--- config.mk ---
export PLATFORM = sky130hd
export DESIGN_NAME = of_ex_skid_buffer_flat
export DESIGN_NICKNAME = d
export VERILOG_FILES = /design/src/rtl/of_ex_skid_buffer_if.sv /design/src/rtl/of_ex_skid_buffer.sv /design/src/flat_wrapper.sv
export SDC_FILE = /design/constraint.sdc
export NUM_CORES = 1
export LEC_CHECK = 0
export CORE_ASPECT_RATIO = 0.9
export CORE_MARGIN = 2
export CORE_UTILIZATION = 45
export DETAILED_ROUTE_END_ITERATION = 10
export PLACE_DENSITY = 0.76
export SKIP_CTS_REPAIR_TIMING = 1
export SYNTH_ARGS = -nofsm -noshare
export SYNTH_HDL_FRONTEND = slang
export SYNTH_SLANG_ARGS = --single-unit
--- constraint.sdc ---
create_clock -name clk -period 1.9 [get_ports clk]
set_input_delay 0.19 -clock clk [delete_from_list [all_inputs] [get_ports clk]]
set_output_delay 0.19 -clock clk [all_outputs]
set_load 0.005 [all_outputs]
--- src/rtl/of_ex_skid_buffer_if.sv ---
// Valid/ready bundle link between Operand Fetch and Execute.
// The master drives the bundle and valid; the slave drives ready.
interface of_ex_skid_buffer_if #(
    parameter int PC_W   = 10,
    parameter int DATA_W = 32
);
    logic              valid;
    logic              ready;
    logic [PC_W-1:0]   pc;
    logic [DATA_W-1:0] branch_target;
    logic [DATA_W-1:0] op_a;
    logic [DATA_W-1:0] op_b;
    logic [DATA_W-1:0] op_2;
    logic [DATA_W-1:0] ir;

    modport master (
        output valid,
        output pc,
        output branch_target,
        output op_a,
        output op_b,
        output op_2,
        output ir,
        input  ready
    );

    modport slave (
        input  valid,
        input  pc,
        input  branch_target,
        input  op_a,
        input  op_b,
        input  op_2,
        input  ir,
        output ready
    );
endinterface

--- src/rtl/of_ex_skid_buffer.sv ---
// Two-entry elastic OF->EX register with flush and a saturating OF stall counter.
// State advances on the falling clock edge; in_ready comes only from held state.
module of_ex_skid_buffer #(
    parameter int PC_W        = 10,
    parameter int DATA_W      = 32,
    parameter int STALL_CNT_W = 16
) (
    input  logic                   clk,
    input  logic                   rst_n,
    of_ex_skid_buffer_if.slave     in_if,
    of_ex_skid_buffer_if.master    out_if,
    input  logic                   flush,
    output logic [1:0]             occupancy,
    output logic [STALL_CNT_W-1:0] stall_count
);
    typedef enum logic [1:0] {
        EMPTY = 2'd0,
        ONE   = 2'd1,
        FULL  = 2'd2
    } state_e;

    typedef struct packed {
        logic [PC_W-1:0]   pc;
        logic [DATA_W-1:0] branch_target;
        logic [DATA_W-1:0] op_a;
        logic [DATA_W-1:0] op_b;
        logic [DATA_W-1:0] op_2;
        logic [DATA_W-1:0] ir;
    } bundle_t;

    state_e  state_q, state_d;
    bundle_t main_q, main_d;
    bundle_t skid_q, skid_d;
    bundle_t in_b;

    logic [STALL_CNT_W-1:0] stall_q;
    logic in_ready;
    logic out_valid;
    logic push;
    logic pop;
    logic stall;

    assign in_b = '{
        pc:            in_if.pc,
        branch_target: in_if.branch_target,
        op_a:          in_if.op_a,
        op_b:          in_if.op_b,
        op_2:          in_if.op_2,
        ir:            in_if.ir
    };

    assign in_ready  = (state_q != FULL);
    assign out_valid = (state_q != EMPTY);
    assign push      = in_if.valid & in_ready;
    assign pop       = out_valid & out_if.ready;
    assign stall     = in_if.valid & ~in_ready;

    assign in_if.ready          = in_ready;
    assign out_if.valid         = out_valid;
    assign out_if.pc            = main_q.pc;
    assign out_if.branch_target = main_q.branch_target;
    assign out_if.op_a          = main_q.op_a;
    assign out_if.op_b          = main_q.op_b;
    assign out_if.op_2          = main_q.op_2;
    assign out_if.ir            = main_q.ir;
    assign stall_count          = stall_q;

    always_comb begin
        occupancy = 2'd0;
        unique case (state_q)
            ONE:     occupancy = 2'd1;
            FULL:    occupancy = 2'd2;
            default: occupancy = 2'd0;
        endcase
    end

    // Flush only drops the valid state; the data registers keep their contents.
    always_comb begin
        state_d = state_q;
        main_d  = main_q;
        skid_d  = skid_q;
        if (flush) begin
            state_d = EMPTY;
        end else begin
            unique case (state_q)
                EMPTY: begin
                    if (push) begin
                        main_d  = in_b;
                        state_d = ONE;
                    end
                end
                ONE: begin
                    unique case (1'b1)
                        push & pop: main_d = in_b;
                        push & ~pop: begin
                            skid_d  = in_b;
                            state_d = FULL;
                        end
                        pop & ~push: state_d = EMPTY;
                        default: ;
                    endcase
                end
                FULL: begin
                    if (pop) begin
                        main_d  = skid_q;
                        state_d = ONE;
                    end
                end
                default: state_d = EMPTY;
            endcase
        end
    end

    always_ff @(negedge clk or negedge rst_n) begin
        if (!rst_n) begin
            state_q <= EMPTY;
            main_q  <= '0;
            skid_q  <= '0;
        end else begin
            state_q <= state_d;
            main_q  <= main_d;
            skid_q  <= skid_d;
        end
    end

    always_ff @(negedge clk or negedge rst_n) begin
        if (!rst_n) begin
            stall_q <= '0;
        end else if (stall && (stall_q != {STALL_CNT_W{1'b1}})) begin
            stall_q <= stall_q + 1'b1;
        end
    end
endmodule

--- src/flat_wrapper.sv ---
// flat-port wrapper written by rule: the top's interface ports become plain ports
module of_ex_skid_buffer_flat 
#(
    parameter int PC_W        = 10,
    parameter int DATA_W      = 32,
    parameter int STALL_CNT_W = 16
)
  (clk, rst_n, flush, occupancy, stall_count, in_if_valid, in_if_pc, in_if_branch_target, in_if_op_a, in_if_op_b, in_if_op_2, in_if_ir, in_if_ready, out_if_valid, out_if_pc, out_if_branch_target, out_if_op_a, out_if_op_b, out_if_op_2, out_if_ir, out_if_ready);
  of_ex_skid_buffer_if #(.PC_W(PC_W), .DATA_W(DATA_W)) in_if_i ();
  of_ex_skid_buffer_if #(.PC_W(PC_W), .DATA_W(DATA_W)) out_if_i ();
  input  logic clk;
  input  logic rst_n;
  input  logic flush;
  output logic [1:0] occupancy;
  output logic [STALL_CNT_W-1:0] stall_count;
  input wire logic [$bits(in_if_i.valid)-1:0] in_if_valid;
  input wire logic [$bits(in_if_i.pc)-1:0] in_if_pc;
  input wire logic [$bits(in_if_i.branch_target)-1:0] in_if_branch_target;
  input wire logic [$bits(in_if_i.op_a)-1:0] in_if_op_a;
  input wire logic [$bits(in_if_i.op_b)-1:0] in_if_op_b;
  input wire logic [$bits(in_if_i.op_2)-1:0] in_if_op_2;
  input wire logic [$bits(in_if_i.ir)-1:0] in_if_ir;
  output wire logic [$bits(in_if_i.ready)-1:0] in_if_ready;
  output wire logic [$bits(out_if_i.valid)-1:0] out_if_valid;
  output wire logic [$bits(out_if_i.pc)-1:0] out_if_pc;
  output wire logic [$bits(out_if_i.branch_target)-1:0] out_if_branch_target;
  output wire logic [$bits(out_if_i.op_a)-1:0] out_if_op_a;
  output wire logic [$bits(out_if_i.op_b)-1:0] out_if_op_b;
  output wire logic [$bits(out_if_i.op_2)-1:0] out_if_op_2;
  output wire logic [$bits(out_if_i.ir)-1:0] out_if_ir;
  input wire logic [$bits(out_if_i.ready)-1:0] out_if_ready;
  assign in_if_i.valid = in_if_valid;
  assign in_if_i.pc = in_if_pc;
  assign in_if_i.branch_target = in_if_branch_target;
  assign in_if_i.op_a = in_if_op_a;
  assign in_if_i.op_b = in_if_op_b;
  assign in_if_i.op_2 = in_if_op_2;
  assign in_if_i.ir = in_if_ir;
  assign in_if_ready = in_if_i.ready;
  assign out_if_valid = out_if_i.valid;
  assign out_if_pc = out_if_i.pc;
  assign out_if_branch_target = out_if_i.branch_target;
  assign out_if_op_a = out_if_i.op_a;
  assign out_if_op_b = out_if_i.op_b;
  assign out_if_op_2 = out_if_i.op_2;
  assign out_if_ir = out_if_i.ir;
  assign out_if_i.ready = out_if_ready;
  of_ex_skid_buffer #(.PC_W(PC_W), .DATA_W(DATA_W), .STALL_CNT_W(STALL_CNT_W)) u_core (.clk(clk), .rst_n(rst_n), .in_if(in_if_i), .out_if(out_if_i), .flush(flush), .occupancy(occupancy), .stall_count(stall_count));
endmodule
Word level (Yosys, flattened, before mapping)
Cells that the tools add are included.

operators by class
  add/sub/neg operators = 1
  equality and inequality tests = 10
  mux-type cells = 10
  bitwise operators = 10
  reduce and logical (&&, ||, !) cells = 7

operators with widths
  operator                                                          number
  170-bit two-way mux                                               3
  170-bit one-hot mux with 3 select lines                           1
  16-bit by 1-bit adder with 16-bit output (second input constant)  1
  16-bit != test (second input constant)                            1
  2-bit one-hot mux with 2 select lines                             2
  1-bit AND                                                         6
  2-bit two-way mux                                                 3
  2-bit by 1-bit != test with 1-bit output (second input constant)  3
  3-bit by 2-bit != test with 1-bit output (second input constant)  2
  2-bit one-hot mux with 3 select lines                             1
  3-bit AND reduction                                               2
  5-bit AND reduction                                               1
  4-bit by 2-bit != test with 1-bit output (second input constant)  1
  1-bit NOT                                                         4
  3-bit nonzero test                                                1
  2-bit by 1-bit == test with 1-bit output (second input constant)  1
  2-bit == test (second input constant)                             1
  2-bit logical NOT                                                 1
  2-bit != test (second input constant)                             1
  2-bit nonzero test                                                1
  1-bit logical AND                                                 1

word-level totals
  bits in registers = 358
  output and inout port bits = 190
  word-level logic and storage cells = 52

Longest topological paths before layout
  depth in word-level cells = 7
  depth in mapped cells = 9

==> impl_metrics.csv <==
group,metric,value,unit
critical_path,max_stage_delay,450,ps
cts,cts_max_path_buffers,3,
cells_and_area,utilization,0.689,
logic_synthesis,synth.top_cell.area_share,0.574,
cts,tritoncts,"yes",
timing,finClkSkew,11.0,ps
floorplanning,ioPinCount,365,
critical_path,crit_fanout,4,
logic_synthesis,synth_area_leaders,"dfrtn_1 57%, mux2_2 25%, nand2_1 12%",
floorplanning,die_w,200,um
cells_and_area,final_layout_size_suffix_gt1_frac,0.431,
logic_synthesis,yosysWarnings,0,
detailed_routing,drc,0,
timing,drv_slew,0,
cells_and_area,fillers,2380,
cells_and_area,final_cell_mix,"518 x nand2_1, 358 x dfrtn_1, 193 x mux2_4",
cts,cts-root-buf,"clkbuf_16",
logic_synthesis,synthArstFlopShare,1.00,
detailed_routing,avgViaCountPerCell,5.20,
logic_synthesis,synth_cells,1359,
job,drv_cap,0,
logic_synthesis,syn_area_per_cell,11.5,um2
logic_synthesis,synthFlopType,"dfrtn_1",
timing,finalSetupViolCount,518,
power,ir_worst_vdd,0.957,mV
critical_path,startpoint_type,"flip-flop",
detailed_routing,vias,12500,
floorplanning,coreArea,0.0341,mm2
power,power_density,1030,mW/mm2
logic_synthesis,yosysSeqAreaShare,0.574,
timing,finalHoldViolCount,0,
logic_synthesis,synth_area,0.0156,mm2
place,dp_hpwl,29100,um
logic_synthesis,ys_types,35,
logic_synthesis,synth-seq-cells,358,
critical_path,reg2reg_slack,-200,ps
critical_path,r2r_cells,8,
cts,cts_buffers,38,
global_route,first_global_vias,12400,
place,gp_congestion,0.805,
cts,path_clk_slew,50,ps
critical_path,required,1710,ps
cells_and_area,syn2layout_area_growth,50.6,%
critical_path,cp_slowest_cell,"dfrtn_1",
logic_synthesis,synth_enable_flop_cells,0,
floorplanning,placementRows,64,
timing,worstMarginPinSlew,945,ps
critical_path,end_kind,"output port",
critical_path,crit_arrival,2330,ps
global_route,antenna_found_initial,0,
floorplanning,die_area,0.0362,mm2
detailed_routing,dr.pass1.iters,5,
critical_path,crit_type,"reg2out",
logic_synthesis,synth_top_area_cell,"dfrtn_1",
floorplanning,die_h,181,um
floorplanning,initial_core_util,0.458,
place,numPortBuffers,364,
logic_synthesis,syn-num-nets,1535,
cells_and_area,finalNetCount,2088,
outcome,status,"complete, but fails checks",
detailed_routing,drt-total-wl,49400,um
cts,cts_sinks,358,
critical_path,regToRegEndpoint,"u_core.out_if.op_a[13]",
critical_path,crit_chain,"buf_6 -> nand2b_4 -> inv_6 -> clkbuf_2",
detailed_routing,wl_per_cell,20.6,um
cells_and_area,mostFrequentLayoutCell,"nand2_1",
cts,clkLatencyLatePin,530,ps
critical_path,r2r_start,"u_core.state_q[1]",
timing,rsz0062_at_grt,"true",
global_route,gr-usage-all-layers,0.230,
detailed_routing,drtAntennaViolNets,0,
timing,timing.final.ws_setup,-617,ps
place,pre_cts_ws,-1080,ps
outcome,violations,"negative setup slack",
detailed_routing,drtIter0Drc,636,
cts,htreeDepth,2,
min_path,hold_path.class,"in2async",
global_route,grt_max_degree,84,
global_route,grt_overflow_total,0,
power,power.leakage,12.2,nW
global_route,grt_pass1_wl,66900,um
timing,relSlewSlack,0.370,
==> cells in the mapped netlist, drive strengths merged (2+ instances only) <==
cell and count:
a21oi 2, buf 61, clkbuf 15, dfrtn 358, inv 2, mux2 342, nand2 518, nand3 5
nand4 3, nor2 7, nor2b 2, nor3 9, nor4 4, nor4bb 2, or2 2, xnor2 2
xor2 12
==> worst max path at each step <==
stage / from / to / slack [ps] / cells past startpoint
after floorplan: in_if_valid / u_core.out_if.op_b[10] / -510 / 7
after global placement: out_if_ready / u_core.out_if.pc[4] / -1080 / 7
after detailed placement: out_if_ready / u_core.out_if.ir[19] / -1080 / 7
after CTS: u_core.state_q[0] / in_if_ready / -950 / 2
after global routing: u_core.state_q[0] / occupancy[1] / -660 / 4
final: u_core.state_q[0] / occupancy[1] / -620 / 4
==> metal layers <==
| layer | vias to the layer above | routed length [um] | global-route usage |
|---|---|---|---|
| li1 | 5600 | - | - |
| met1 | 6330 | 20200 | 0.301 |
| met2 | 480 | 24500 | 0.381 |
| met3 | 87 | 3420 | 0.0586 |
| met4 | 0 | 1350 | 0.0696 |
| met5 | - | 0 | 0 |
==> metrics by stage <==
stage | total power [W] | TNS [ps] | hold WS, ps | cell area (um2) | instances
final | 0.0241 | -109220 | 345 | 23500 | 2404
after global routing | 0.0251 | -119420 | 342 | 23500 | 2403
after CTS | 0.0237 | -291710 | 337 | 22200 | 2302
after detailed placement | 0.0158 | -380690 | 452 | 20900 | 2233
after global placement | 0.0156 | -376220 | 446 | 20900 | 2233
after floorplan | 0.0127 | -144980 | 438 | 15900 | 1359
==> final cells by class <==
cell class              count  area, um2  area share
clock inverters             7       90.1     0.00383
multi-input cells         923       7060       0.300
inverters                   2       12.5    0.000532
clock buffers              62       1240      0.0529
well taps                 462        578      0.0246
repair buffers            589       5580       0.237
flip-flops and latches    358       8960       0.381
diodes                      1       2.50    0.000106
==> critical path, delay by kind of cell, from the launching register on <==
| family | cells | cell delay, ps |
|---|---|---|
| AND/OR/NAND/NOR | 1 | 150 |
| buffers and inverters | 3 | 250 |
| flip-flops | 1 | 450 |
==> report_power, final <==
| group | switching [W] | internal (W) | total, W | leakage [nW] |
|---|---|---|---|---|
| logic | 0.00199 | 0.00361 | 0.00560 | 7.20 |
| clock network | 0.00309 | 0.00475 | 0.00784 | 0.654 |
| registers | 0.00109 | 0.00959 | 0.0107 | 4.32 |
| total | 0.00617 | 0.0180 | 0.0241 | 12.2 |
==> registers in the layout, summed over array words and instances, names as in the netlist <==
| register | cells |
|---|---|
| u_core.skid_q | 170 |
| u_core.out_if.branch_target | 32 |
| u_core.out_if.ir | 32 |
| u_core.out_if.op_2 | 32 |
| u_core.out_if.op_a | 32 |
| u_core.out_if.op_b | 32 |
| u_core.stall_count | 16 |
| u_core.out_if.pc | 10 |
| u_core.state_q | 2 |
==> kinds of logic (layout without fill, tap and decap cells) <==
logic type / after synthesis / in the layout / synth area share
AO/OA/AOI/OAI: 4 / 4 / 0.00168
XOR/XNOR: 14 / 14 / 0.00785
adder cells (fa/ha/maj): 1 / 1 / 0.000801
buffers and inverters: 78 / 660 / 0.0270
flip-flops: 358 / 358 / 0.574
multiplexers: 343 / 343 / 0.247
other: 0 / 1 / 0
AND/OR/NAND/NOR: 561 / 561 / 0.142
No activity file was read; power rests on OpenSTA's default activity.
